[src/rtl/mult_arbiter.sv]
// mult_arbiter: round-robin front end for one shared signed fixed-point
// multiplier. Requesters present operand pairs with valid/ready; one pair is
// accepted at a time, multiplied, shifted down by the fraction bits,
// saturated to width bits, and returned with the owner's id on a single
// backpressured response port.
//
// Ports
//   clk, reset            : clock, async active-high reset
//   req_valid[num_req]    : requester i presents a pair
//   req_a/req_b           : operands, requester i at [i*width +: width]
//   req_ready[num_req]    : one-hot accept (IDLE only)
//   resp_valid/resp_ready : response handshake
//   resp_z, resp_id       : saturated product and owning requester
//   resp_sat              : product was clipped
module mult_arbiter #(
  parameter int width    = 16,
  parameter int int_bits = 5,
  parameter int num_req  = 4,
  localparam int iw      = (num_req > 1) ? $clog2(num_req) : 1
) (
  input  logic                     clk,
  input  logic                     reset,
  input  logic [num_req-1:0]       req_valid,
  input  logic [num_req*width-1:0] req_a,
  input  logic [num_req*width-1:0] req_b,
  output logic [num_req-1:0]       req_ready,
  output logic                     resp_valid,
  input  logic                     resp_ready,
  output logic [width-1:0]         resp_z,
  output logic [iw-1:0]            resp_id,
  output logic                     resp_sat
);
  localparam int f  = width - 1 - int_bits;
  localparam int pw = 2 * width;

  // Representable range of the result, extended to product width.
  localparam logic signed [pw-1:0] zmax = {{(width+1){1'b0}}, {(width-1){1'b1}}};
  localparam logic signed [pw-1:0] zmin = {{(width+1){1'b1}}, {(width-1){1'b0}}};

  typedef enum logic [1:0] {IDLE, CALC, HOLD} state_t;
  state_t state, state_nxt;

  logic [num_req-1:0][width-1:0] a_vec, b_vec;
  assign a_vec = req_a;
  assign b_vec = req_b;

  logic [iw-1:0]            ptr, win, win_inc, op_id;
  logic                     found, accept;
  logic [2*num_req-1:0]     dbl;
  logic [num_req-1:0]       rot;
  logic signed [width-1:0]  op_a, op_b;
  logic signed [pw-1:0]     prod, shf;
  logic [width-1:0]         z_c;
  logic                     sat_c;

  // Rotate the request vector so bit 0 is the requester at ptr; the first
  // set bit of the rotated vector is the round-robin winner.
  assign dbl = {req_valid, req_valid} >> ptr;
  assign rot = dbl[num_req-1:0];

  always_comb begin
    found = 1'b0;
    win   = '0;
    for (int k = 0; k < num_req; k++) begin
      if (!found && rot[k]) begin
        found = 1'b1;
        win   = iw'((int'(ptr) + k) % num_req);
      end
    end
  end

  assign win_inc = (win == iw'(num_req - 1)) ? '0 : win + 1'b1;
  assign accept  = (state == IDLE) && found;

  // Grant is combinational from valid/state/ptr, forced off during reset.
  always_comb begin
    req_ready = '0;
    if (accept && !reset) req_ready[win] = 1'b1;
  end

  always_ff @(posedge clk or posedge reset) begin
    if (reset) state <= IDLE;
    else       state <= state_nxt;
  end

  always_comb begin
    state_nxt = state;
    case (state)
      IDLE:    if (found)      state_nxt = CALC;
      CALC:                    state_nxt = HOLD;
      HOLD:    if (resp_ready) state_nxt = IDLE;
      default:                 state_nxt = IDLE;
    endcase
  end

  assign resp_valid = (state == HOLD);

  // Sign-extend to full width so the unsigned multiply yields the exact
  // two's-complement product.
  assign prod = {{width{op_a[width-1]}}, op_a} * {{width{op_b[width-1]}}, op_b};
  assign shf  = prod >>> f;

  always_comb begin
    z_c   = shf[width-1:0];
    sat_c = 1'b0;
    if (shf > zmax) begin
      z_c   = {1'b0, {(width-1){1'b1}}};
      sat_c = 1'b1;
    end else if (shf < zmin) begin
      z_c   = {1'b1, {(width-1){1'b0}}};
      sat_c = 1'b1;
    end
  end

  always_ff @(posedge clk or posedge reset) begin
    if (reset) begin
      ptr      <= '0;
      op_a     <= '0;
      op_b     <= '0;
      op_id    <= '0;
      resp_z   <= '0;
      resp_id  <= '0;
      resp_sat <= 1'b0;
    end else begin
      if (accept) begin
        op_a  <= a_vec[win];
        op_b  <= b_vec[win];
        op_id <= win;
        ptr   <= win_inc;
      end
      if (state == CALC) begin
        resp_z   <= z_c;
        resp_sat <= sat_c;
        resp_id  <= op_id;
      end
    end
  end
endmodule

[config.mk]
export PLATFORM = sky130hd
export DESIGN_NAME = mult_arbiter
export DESIGN_NICKNAME = d
export VERILOG_FILES = /design/src/rtl/mult_arbiter.sv
export SDC_FILE = /design/constraint.sdc
export NUM_CORES = 1
export LEC_CHECK = 0
export CELL_PAD_IN_SITES_DETAIL_PLACEMENT = 0
export CELL_PAD_IN_SITES_GLOBAL_PLACEMENT = 1
export CORE_ASPECT_RATIO = 1.5
export CORE_MARGIN = 2
export CORE_UTILIZATION = 40
export CTS_CLUSTER_SIZE = 40
export DETAILED_ROUTE_END_ITERATION = 8
export PLACE_DENSITY_LB_ADDON = 0.1
export SYNTH_ARGS = -nofsm -noshare
export SYNTH_HDL_FRONTEND = slang
export SYNTH_SLANG_ARGS = --single-unit
[constraint.sdc]
create_clock -name clk -period 6.3 [get_ports clk]
set_input_delay 1.26 -clock clk [delete_from_list [all_inputs] [get_ports clk]]
set_output_delay 1.26 -clock clk [all_outputs]
set_load 0.03 [all_outputs]
==> impl_metrics.toml <==
[cts]
insertion_delay_ns = 0.36
ctsHoldBuffers = 0
root_buffer = "clkbuf_16"
cts_buffers = 9
clkSinkCount = 57
clkTransAtPathRegs_ns = 0.05
cts_tree = "built"
h-tree-depth = 3
clockBufferDepth = 2

[run]
cap_violations = 0

[placed_design]
dpl.hpwl_mm = 31.6
io_buffers = 158
dpl.cell_count = 2286
gp_congestion = 0.853

[critical_path]
rr_startpoint = "op_a[15]"
arrival_ns = 6.79
crit_fanout = 16
critical_path_required_ns = 6.53
cp-end-kind = "register"
worstSetupPathType = "reg -> reg"
r2r_cells = 21
start_kind = "register"
r2r-end = "resp_z[3]"
r2r_slack_ns = -0.25

[finish]
final_util_pct = 53.4
num_antenna_cells = 0
syn_to_final_growth_pct = 31.7
drive_gt1_share_pct = 15.6
final_net_count = 2387
fin_cells = 2327

[yosys]
yosys-top-cells-area = "fa_1 39%, dfrtp_1 11%, inv_1 9.0%"
synth_top_area_share_pct = 39.5
synth_edf_count = 0
yosysSeqAreaShare_pct = 10.8
synth_fa_ha_area_share_pct = 47.3
syn_area_per_cell_um2 = 8.23
synth_async_sr_flop_share_pct = 100
ys.flop_type = "dfrtp_1"
syn-cell-area_um2 = 13200
syn_inst = 1608
ys_ff_latch = 57
synth_most_common_cell = "inv_1"
synth_mux_area_share_pct = 0.312
synth_xor_area_share_pct = 1.69
syn_nets = 2087
synth_top_family_by_area = "adder cells"
synth.largest_area_cell = "fa_1"
synth_cell_types = 50
yosys.area_share.simple_pct = 20.9
yosys-top-cells-count = "318 x inv_1, 266 x nand2_1, 261 x fa_1, 142 x nor2_1, 124 x and2_1"
synth-compound-area-share_pct = 7.84
yosysWarnings = 0

[drt]
ant_nets = 0
firstDrtPassIters = 5
totalWireLength_mm = 36.8
vias_per_cell = 4.80
drc_errors = 0
vias = 11200
drt_iter0_drc = 330
wl_per_cell_um = 15.8

[sta]
fmax_mhz = 153
period_share_pct = 104
finalSetupViolCount = 17
clock_skew_ns = 0.0156
hold_violations = 0
slew_headroom_pct = 47.2
report.final.slew_viol_count = 0
rsz0062_at_grt = "true"
worst_pin_slew_ns = 0.793
period_minus_slack_ns = 6.55
fin_setup_tns_ns = -4.06
setup_ws_ns = -0.253

[floorplanning]
core_um2 = 32600
dieHeight_um = 227
die-area_um2 = 34600
fp.dieW_um = 153
ios = 159
rows = 81
initial_core_util_pct = 40.6

[worst_hold_path]
min_path_type = "reg -> reg"
min_delay_path_depth = 2
min_from = "resp_z[7]"
whs_endpoint = "resp_z[7]"

[grt]
met3_usage_pct = 3.17
grt_usage_pct = 22.8
use_met2_pct = 44.6
grt_antenna_before_repair = 0
grt_pass1_vias = 12400
grt_first_pass_wirelength_mm = 62.3
grt_max_degree = 71
grt_busiest_layer = "met2"
grt.met1_usage_pct = 25.9
overflow = 0

[run_status]
violations = "setup timing"
status = "finished, violations left"
-- state kept, by name, indices dropped and copies added, names as in the netlist --
name      cells
op_a         16
op_b         16
resp_z       16
op_id         2
ptr           2
resp_id       2
state         2
resp_sat      1
-- critical path, cell delays in order (launching register included) --
cell and delay, ns:
dfrtp_2 0.47, buf_6 0.15, nand2_4 0.07, inv_4 0.03, fa_2 0.62, fa_2 0.55, buf_6 0.16, fa_1 0.49
fa_1 0.58, fa_1 0.43, fa_1 0.53, ha_4 0.22, and3_4 0.18, and2_4 0.17, a221o_1 0.37, or3_4 0.36
o211a_1 0.22, a311oi_2 0.23, buf_4 0.17, o31a_1 0.19, buf_12 0.15, o21ai_1 0.08
-- placed cells by master (no fill, tap or decap), types with 9 or more instances in the layout --
master and n:
inv_1 311, nand2_1 260, fa_1 253, buf_4 179
clkdlybuf4s50_1 158, nor2_1 140, and2_1 121, o21ai_0 80
ha_1 73, nand3_1 41, dfrtp_1 38, a21oi_1 23
o21ai_1 19, dfrtp_2 19, xnor2_1 14, buf_6 13
buf_12 12, nand2b_1 10, ha_4 10, xor2_1 9
nand4_1 9, clkbuf_16 9
-- area by class of cell --
class                   instances  area (µm²)
well taps                     415         519
multi-input cells            1160       10700
repair buffers                362        3310
clock inverters                 3        40.0
flip-flops and latches         57        1450
fillers                      3185       15200
clock buffers                  12         256
inverters                     318        1200
-- logic make-up (layout without fill, tap and decap cells) --
family / after synthesis / after routing
AND/OR/NAND/NOR: 615 / 615
buffers and inverters: 391 / 695
adder cells (fa/ha/maj): 344 / 344
AO/OA/AOI/OAI: 173 / 173
flip-flops: 57 / 57
XOR/XNOR: 24 / 24
multiplexers: 4 / 4
-- worst max-delay path by stage --
stage / end / depth (start not counted) / slack [ns] / startpoint
3_3_place_gp: resp_z[2] / 24 / -0.42 / op_a[10]
2_1_floorplan: resp_z[0] / 21 / -0.08 / op_a[15]
6_report: resp_z[3] / 21 / -0.25 / op_a[15]
3_5_place_dp: resp_sat / 24 / -0.46 / op_b[6]
4_1_cts: resp_sat / 25 / -0.31 / op_a[5]
5_1_grt: resp_z[8] / 23 / -0.49 / op_a[15]
-- layer usage --
metal / vias up / part of all wire, % / routed length [µm]
met4: 0 / 2.0 / 731
met2: 193 / 55 / 20300
met5: - / 0 / 0
met1: 5493 / 40 / 14700
met3: 45 / 3.1 / 1140
li1: 5444 / - / -
-- through the flow --
step                area (µm²)  hold WS [ns]  worst slack, ns
finish                   17400         0.478           -0.253
global route             17400         0.524           -0.488
CTS                      17300         0.487           -0.313
detailed placement       16600         0.469           -0.457
global placement         16600         0.468           -0.421
floorplan                13400         0.439          -0.0809
-- repair_timing --
item / in CTS / in global routing
endpoints found under the setup margin: 17 / 17
gates resized for setup: 56 / 23
buffers inserted: 17 / 10
cloned: 0 / 0
pin swaps: 13 / 11
Power is not shown: default switching activity piles up to over one toggle a cycle in this logic, so the estimate is an artifact.
